$ cat config.mk
export PLATFORM = sky130hd
export DESIGN_NAME = dmem_cache_flat
export DESIGN_NICKNAME = d
export VERILOG_FILES = /design/src/rtl/dmem_cache_if.sv /design/src/rtl/dmem_cache.sv /design/src/flat_wrapper.sv
export SDC_FILE = /design/constraint.sdc
export NUM_CORES = 1
export LEC_CHECK = 0
export CORE_UTILIZATION = 40
export CTS_CLUSTER_DIAMETER = 80
export CTS_CLUSTER_SIZE = 25
export DETAILED_ROUTE_END_ITERATION = 12
export PLACE_DENSITY = 0.59
export SLEW_MARGIN = 15
export SYNTH_ARGS = -nofsm -noshare
export SYNTH_HDL_FRONTEND = slang
export SYNTH_SLANG_ARGS = --single-unit
$ cat constraint.sdc
create_clock -name clk -period 5.2 [get_ports clk]
set_clock_uncertainty 0.05 [all_clocks]
set_input_delay 0.52 -clock clk [delete_from_list [all_inputs] [get_ports clk]]
set_output_delay 0.52 -clock clk [all_outputs]
set_load 0.01 [all_outputs]
$ cat src/rtl/dmem_cache_if.sv
// ---------------------------------------------------------------------------
// dmem_cache_if : core load/store port plus block-wide memory handshake
// rev 1.0
// ---------------------------------------------------------------------------
`default_nettype none

interface dmem_cache_if #(
  parameter int AW = 30
);
  logic          proc_read;
  logic          proc_write;
  logic [AW-1:0] proc_addr;
  logic [31:0]   proc_wdata;
  logic [31:0]   proc_rdata;
  logic          proc_stall;
  logic          mem_read;
  logic          mem_write;
  logic [AW-3:0] mem_addr;
  logic [127:0]  mem_wdata;
  logic [127:0]  mem_rdata;
  logic          mem_ready;

  modport slave (
    input  proc_read, proc_write, proc_addr, proc_wdata, mem_rdata, mem_ready,
    output proc_rdata, proc_stall, mem_read, mem_write, mem_addr, mem_wdata
  );

  modport master (
    output proc_read, proc_write, proc_addr, proc_wdata, mem_rdata, mem_ready,
    input  proc_rdata, proc_stall, mem_read, mem_write, mem_addr, mem_wdata
  );
endinterface

`default_nettype wire

$ cat src/rtl/dmem_cache.sv
// ---------------------------------------------------------------------------
// dmem_cache : direct-mapped write-back/write-allocate data cache
// rev 1.0
// ---------------------------------------------------------------------------
`default_nettype none

module dmem_cache #(
  parameter int LINES = 8,
  parameter int WORDS = 4,
  parameter int AW    = 30
) (
  input  logic          clk,
  input  logic          rst_n,
  dmem_cache_if.slave   bus
);
  localparam int IW = $clog2(LINES);
  localparam int OW = $clog2(WORDS);
  localparam int TW = AW - IW - OW;
  localparam int LW = WORDS * 32;

  typedef enum logic [1:0] {
    IDLE      = 2'd0,
    WRITEBACK = 2'd1,
    ALLOCATE  = 2'd2
  } state_t;

  state_t state, state_next;

  logic [LINES-1:0] valid;
  logic [LINES-1:0] dirty;
  logic [TW-1:0]    tag_mem  [LINES];
  logic [LW-1:0]    data_mem [LINES];

  logic [TW-1:0] req_tag;
  logic [IW-1:0] idx;
  logic [OW-1:0] off;
  logic [LW-1:0] line;
  logic          req;
  logic          hit;
  logic          wr_hit;
  logic          fill;
  logic          wb_done;

  logic          stall;
  logic          mem_read;
  logic          mem_write;
  logic [AW-3:0] mem_addr;
  logic [LW-1:0] mem_wdata;

  assign req_tag = bus.proc_addr[AW-1:IW+OW];
  assign idx     = bus.proc_addr[IW+OW-1:OW];
  assign off     = bus.proc_addr[OW-1:0];
  assign line    = data_mem[idx];
  assign req     = bus.proc_read | bus.proc_write;
  assign hit     = valid[idx] & (tag_mem[idx] == req_tag);

  // Load data is always presented; it is only meaningful on a hit in IDLE.
  assign bus.proc_rdata = line[{off, 5'b0} +: 32];
  assign bus.proc_stall = stall;
  assign bus.mem_read   = mem_read;
  assign bus.mem_write  = mem_write;
  assign bus.mem_addr   = mem_addr;
  assign bus.mem_wdata  = mem_wdata;

  always_ff @(posedge clk) begin
    if (!rst_n) begin
      state <= IDLE;
    end else begin
      state <= state_next;
    end
  end

  always_comb begin
    state_next = state;
    stall      = 1'b0;
    mem_read   = 1'b0;
    mem_write  = 1'b0;
    mem_addr   = '0;
    mem_wdata  = '0;
    wr_hit     = 1'b0;
    fill       = 1'b0;
    wb_done    = 1'b0;
    case (state)
      IDLE: begin
        if (req) begin
          if (hit) begin
            wr_hit = bus.proc_write;
          end else begin
            stall      = 1'b1;
            state_next = (valid[idx] & dirty[idx]) ? WRITEBACK : ALLOCATE;
          end
        end
      end
      WRITEBACK: begin
        stall     = 1'b1;
        mem_write = 1'b1;
        mem_addr  = {tag_mem[idx], idx};
        mem_wdata = line;
        if (bus.mem_ready) begin
          wb_done    = 1'b1;
          state_next = ALLOCATE;
        end
      end
      ALLOCATE: begin
        stall    = 1'b1;
        mem_read = 1'b1;
        mem_addr = bus.proc_addr[AW-1:OW];
        if (bus.mem_ready) begin
          fill       = 1'b1;
          state_next = IDLE;
        end
      end
      default: state_next = IDLE;
    endcase
  end

  always_ff @(posedge clk) begin
    if (!rst_n) begin
      valid <= '0;
      dirty <= '0;
    end else begin
      if (wr_hit) begin
        dirty[idx] <= 1'b1;
      end
      if (wb_done) begin
        dirty[idx] <= 1'b0;
      end
      if (fill) begin
        valid[idx] <= 1'b1;
        dirty[idx] <= 1'b0;
      end
    end
  end

  // Tag/data arrays need no reset; the valid bits gate their use.
  always_ff @(posedge clk) begin
    if (rst_n) begin
      if (fill) begin
        tag_mem[idx]  <= req_tag;
        data_mem[idx] <= bus.mem_rdata;
      end else if (wr_hit) begin
        data_mem[idx][{off, 5'b0} +: 32] <= bus.proc_wdata;
      end
    end
  end
endmodule

`default_nettype wire

$ cat src/flat_wrapper.sv
// flat-port wrapper written by rule: the top's interface ports become plain ports
module dmem_cache_flat 
#(
  parameter int LINES = 8,
  parameter int WORDS = 4,
  parameter int AW    = 30
)
  (clk, rst_n, bus_proc_read, bus_proc_write, bus_proc_addr, bus_proc_wdata, bus_mem_rdata, bus_mem_ready, bus_proc_rdata, bus_proc_stall, bus_mem_read, bus_mem_write, bus_mem_addr, bus_mem_wdata);
  dmem_cache_if #(.AW(AW)) bus_i ();
  input  logic clk;
  input  logic rst_n;
  input wire logic [$bits(bus_i.proc_read)-1:0] bus_proc_read;
  input wire logic [$bits(bus_i.proc_write)-1:0] bus_proc_write;
  input wire logic [$bits(bus_i.proc_addr)-1:0] bus_proc_addr;
  input wire logic [$bits(bus_i.proc_wdata)-1:0] bus_proc_wdata;
  input wire logic [$bits(bus_i.mem_rdata)-1:0] bus_mem_rdata;
  input wire logic [$bits(bus_i.mem_ready)-1:0] bus_mem_ready;
  output wire logic [$bits(bus_i.proc_rdata)-1:0] bus_proc_rdata;
  output wire logic [$bits(bus_i.proc_stall)-1:0] bus_proc_stall;
  output wire logic [$bits(bus_i.mem_read)-1:0] bus_mem_read;
  output wire logic [$bits(bus_i.mem_write)-1:0] bus_mem_write;
  output wire logic [$bits(bus_i.mem_addr)-1:0] bus_mem_addr;
  output wire logic [$bits(bus_i.mem_wdata)-1:0] bus_mem_wdata;
  assign bus_i.proc_read = bus_proc_read;
  assign bus_i.proc_write = bus_proc_write;
  assign bus_i.proc_addr = bus_proc_addr;
  assign bus_i.proc_wdata = bus_proc_wdata;
  assign bus_i.mem_rdata = bus_mem_rdata;
  assign bus_i.mem_ready = bus_mem_ready;
  assign bus_proc_rdata = bus_i.proc_rdata;
  assign bus_proc_stall = bus_i.proc_stall;
  assign bus_mem_read = bus_i.mem_read;
  assign bus_mem_write = bus_i.mem_write;
  assign bus_mem_addr = bus_i.mem_addr;
  assign bus_mem_wdata = bus_i.mem_wdata;
  dmem_cache #(.LINES(LINES), .WORDS(WORDS), .AW(AW)) u_core (.clk(clk), .rst_n(rst_n), .bus(bus_i));
endmodule
==> results.txt, run 1 <==
The clock-pin slew reported for the worst setup and hold paths after clock tree synthesis is 0.10 ns, and the number of fillers in the final layout is 10440. Startpoint-to-endpoint class of the critical path: in -> out. The minimum clock period is 4.628 ns. By area the synthesized netlist is led by sky130_fd_sc_hd__edfxtp_1 (74%), sky130_fd_sc_hd__a22oi_1 (7.6%), sky130_fd_sc_hd__mux2i_1 (3.8%), sky130_fd_sc_hd__mux4_2 (2.7%), sky130_fd_sc_hd__and2_1 (1.7%). Averaged over all synthesized cells, the footprint is 16.31 µm². After detailed routing, the average wire length per cell comes to 33.85 µm. The count of TritonRoute iterations in the first routing pass came out at 6. The remaining max-slew budget at the tightest pin is 18.67%, and the average vias per placed instance is 6.084.

Counting flops with an async set or reset pin after synthesis yields a share of 0%. Setup violations remaining at the end of the flow were counted as 0. For this block, the initial DRC count from the detailed router was 4684. In this run the remaining antenna-violating nets after routing total 0. The worst setup path is launched from an input pin.

The logs give 29340 for the number of global-route vias before repair and 125300 µm² for the full die area. The clock root buffer was sky130_fd_sc_hd__clkbuf_16. The run gives 237.2 mm as the first-pass GRT wire length. The tools report the number of hold-slack violations in the final timing report as 0. The congestion estimate from routability-driven global placement came to 0.8562. Relative area change from synthesis to final layout: 18.95%. The run finished with clean final reports. Across the run, the number of max-cap violations was 0.

The maximum number of buffers from clock root to sink is 3, and the TritonCTS sink count is 1242. Broken down by cell family, the worst path's largest delay share belongs to buffers and inverters. The largest individual stage delay along the critical path comes from the cell sky130_fd_sc_hd__mux4_2.

The critical path data arrival time is 4.06 ns, and the aggregate routed wire length is 173.5 mm. Clock tree synthesis inserted a total of 57 buffers. At the pin with the least slew margin, the transition time is 1.216 ns. The run gives 31180 as the via count. Setup repair after global routing left no endpoint under its margin.

Synthesis inferred 1242 register bits. Data on the critical path is required at its endpoint by 4.63 ns. The tools report the final global-route overflow total as 0. The share of the clock period used by the worst path after layout was 89.00%. The tools report the number of nets in the synthesized netlist as 3242. The cell type with the highest occurrence count on the critical path is sky130_fd_sc_hd__buf_4. 386 I/O pins were placed. The effective utilization at floorplan is 40.50%. The tools report the register area share after synthesis as 74.90%.

Of all nets on the critical path, the largest fanout is 30. The vertical die dimension was 354.0 µm; the multi-input gate area in the final layout was 11630 µm². The biggest area contributor in the post-synthesis netlist is sky130_fd_sc_hd__edfxtp_1.

Across the VDD grid, the largest voltage drop is 0.2941 mV. The critical path contains buffers and inverters numbering 4 combined. The floorplan die width came out at 354.0 µm. Walking the worst path, the cells encountered are buf_4 -> buf_4 -> nor2b_1 -> and2_4 -> buf_12 -> a22oi_1 -> nand4_1 -> mux4_2 -> clkdlybuf4s50_1. The synthesis warning total is 0. At the end of the flow the core is filled with cells to 48.17%.

TritonCTS built the clock tree. Power spread over the standard cell area amounts to 305.2 nW/µm². In this run the cell area of the synthesized design comes to 49560 µm².

Remaining routing DRC violations: 0. Static timing analysis puts the maximum clock frequency at 0.2161 GHz. The post-cts hold buffer count was 0; the number of distinct library cells after synthesis was 54. The later pin in the worst-skew pair is clocked with a latency of 0.72 ns. Power comes to 17990 µW. Yosys mapped a number of flops with a built-in enable equal to 1224. Post-CTS repair changed the size of 0 cells. The path class of the tightest hold or removal check is reg -> reg.

The maximum cell stage delay along the critical path came out at 0.72 ns. The number of I/O port buffers was 385; the number of antenna violations at the first check in global routing was 28. The endpoint type of the worst setup path is a primary output. The max-slew violation count is 0, and the share of layout cells above drive strength 1 is 11.22%. Across every metal layer, demand over resource in global routing totals 27.10%. The library cells used most frequently in the layout, excluding fill and tap cells, are sky130_fd_sc_hd__edfxtp_1 (1224), sky130_fd_sc_hd__a22oi_1 (501), sky130_fd_sc_hd__clkdlybuf4s50_1 (381), sky130_fd_sc_hd__mux2i_1 (188), sky130_fd_sc_hd__nand2_1 (162). After technology mapping, the gate count stands at 3038. The half-perimeter wire length after placement was 113.9 mm; the final total negative setup slack was 0 ns.

Area of the core region: 122400 µm². In the synthesized netlist the dominant register cell turns out to be sky130_fd_sc_hd__edfxtp_1. Standby leakage power: 0.01945 µW.

The share of synthesized area in the top cell type comes to 74.17%. The tightest hold path in the finished design has a slack of 0.4081 ns. The run gives 128 as the placement row count.

The leading cell type in the layout, fill and taps excluded was sky130_fd_sc_hd__edfxtp_1. The sequential cell area in the final layout came out at 37120 µm². Entering global routing, the biggest net connects 104 pins. In this run the number of H-tree levels came out at 2.

The number of buffers added for setup after CTS was 0. The final layout contains 3664 nets.
-- synthesized netlist by cell type (5+ instances only) --
library cell               count
sky130_fd_sc_hd__a221o_1       6
sky130_fd_sc_hd__a22o_1        7
sky130_fd_sc_hd__edfxtp_1   1224
sky130_fd_sc_hd__xor2_1        5
sky130_fd_sc_hd__nor2b_1       6
sky130_fd_sc_hd__nand4_1     125
sky130_fd_sc_hd__nor3_1       10
sky130_fd_sc_hd__o21ai_0      12
sky130_fd_sc_hd__mux4_2       59
sky130_fd_sc_hd__a21o_1       10
sky130_fd_sc_hd__dfxtp_1      18
sky130_fd_sc_hd__o211ai_1      5
sky130_fd_sc_hd__inv_1       133
sky130_fd_sc_hd__buf_2        25
sky130_fd_sc_hd__nand2b_1     20
sky130_fd_sc_hd__a22oi_1     501
sky130_fd_sc_hd__clkbuf_1    163
sky130_fd_sc_hd__nor2_1       42
sky130_fd_sc_hd__ha_1          9
sky130_fd_sc_hd__xnor2_1      12
sky130_fd_sc_hd__a21oi_1      60
sky130_fd_sc_hd__o22ai_1       5
sky130_fd_sc_hd__and2_1      132
sky130_fd_sc_hd__a221oi_1      5
sky130_fd_sc_hd__mux2_2       20
sky130_fd_sc_hd__nand2_1     162
sky130_fd_sc_hd__nand3_1       8
sky130_fd_sc_hd__a31oi_1       9
sky130_fd_sc_hd__buf_1        12
sky130_fd_sc_hd__mux2i_1     188
-- area by class of cell --
| type | instances | share of cell area, % |
|---|---|---|
| Clock buffer | 72 | 2.551 |
| Sequential cell | 1242 | 62.97 |
| Tap cell | 1625 | 3.449 |
| Timing Repair Buffer | 565 | 10.15 |
| Multi-Input combinational cell | 1457 | 19.74 |
| Inverter | 137 | 0.8724 |
| Antenna cell | 16 | 0.06792 |
| Clock inverter | 11 | 0.2080 |
-- per-stage QoR --
| step | cells | worst slack, ns | area (µm²) |
|---|---|---|---|
| after floorplan | 3038 | 0.1909 | 49560 |
| after global placement | 5026 | 0.5368 | 57280 |
| after detailed placement | 5026 | 0.5871 | 57280 |
| after CTS | 5109 | 0.6025 | 58910 |
| after global routing | 5111 | 0.4653 | 58910 |
| final | 5125 | 0.5718 | 58950 |
-- worst register-to-register path: stages, from the launching register on --
cell,delay [ns]
sky130_fd_sc_hd__edfxtp_1,0.39
sky130_fd_sc_hd__mux4_2,0.46
sky130_fd_sc_hd__mux2i_1,0.25
sky130_fd_sc_hd__xnor2_1,0.10
sky130_fd_sc_hd__nor4_1,0.50
sky130_fd_sc_hd__nand2_1,0.28
sky130_fd_sc_hd__nor4_4,0.36
sky130_fd_sc_hd__buf_12,0.18
sky130_fd_sc_hd__nand4_1,0.16
sky130_fd_sc_hd__buf_12,0.29
sky130_fd_sc_hd__a21oi_4,0.27
sky130_fd_sc_hd__buf_4,0.30
-- per-layer routing --
metal  track usage [%]  part of all wire, %  up-vias  routed length (µm)
li1                  -                    -    12860                   -
met1             39.05                   40    15920               69140
met2             40.19                   44     2136               76380
met4             9.336                  3.7       20                6467
met3             6.459                   12      239               21380
met5                 0                0.065        -                 113
-- cell families after synthesis --
group | count (synthesis) | synth area share, %
AO/OA/AOI/OAI | 641 | 9.420
XOR/XNOR | 17 | 0.3004
flip-flops | 1242 | 74.90
AND/OR/NAND/NOR | 523 | 5.577
multiplexers | 267 | 6.933
buffers and inverters | 339 | 2.646
adder cells (fa/ha/maj) | 9 | 0.2272
-- worst paths after layout --
path,from,endpoint,slack (ns),depth (start not counted)
min,u_core.valid[2],u_core.valid[2],0.41,1
max,bus_proc_addr[2],bus_proc_rdata[28],0.57,9
max reg2reg,u_core.tag_mem[0][17],u_core.data_mem[6][87],1.25,11
min reg2reg,u_core.valid[2],u_core.valid[2],0.41,1
-- registers in the layout, summed over array words and instances (netlist names), named ones only --
| signal | flops |
|---|---|
| u_core.state | 2 |
| u_core.valid | 8 |
| u_core.tag_mem | 200 |
| u_core.dirty | 7 |
| u_core.data_mem | 1024 |
-- report_power, final --
part | internal, µW | switching, µW
registers | 11000 | 14.5
clock network | 2080 | 3100
logic | 586 | 1170
total | 13700 | 4280
Note: power is estimated with default switching activity, not from simulation.
==> run 2: changes to the inputs <==
--- a/config.mk
+++ b/config.mk
@@ -10,6 +10,7 @@
 export CTS_CLUSTER_SIZE = 25
 export DETAILED_ROUTE_END_ITERATION = 12
 export PLACE_DENSITY = 0.59
+export SKIP_LAST_GASP = 1
 export SLEW_MARGIN = 15
 export SYNTH_ARGS = -nofsm -noshare
 export SYNTH_HDL_FRONTEND = slang
==> results of run 2 <==
Same layout as run 1: the final DEF is identical, and so are final timing and power.
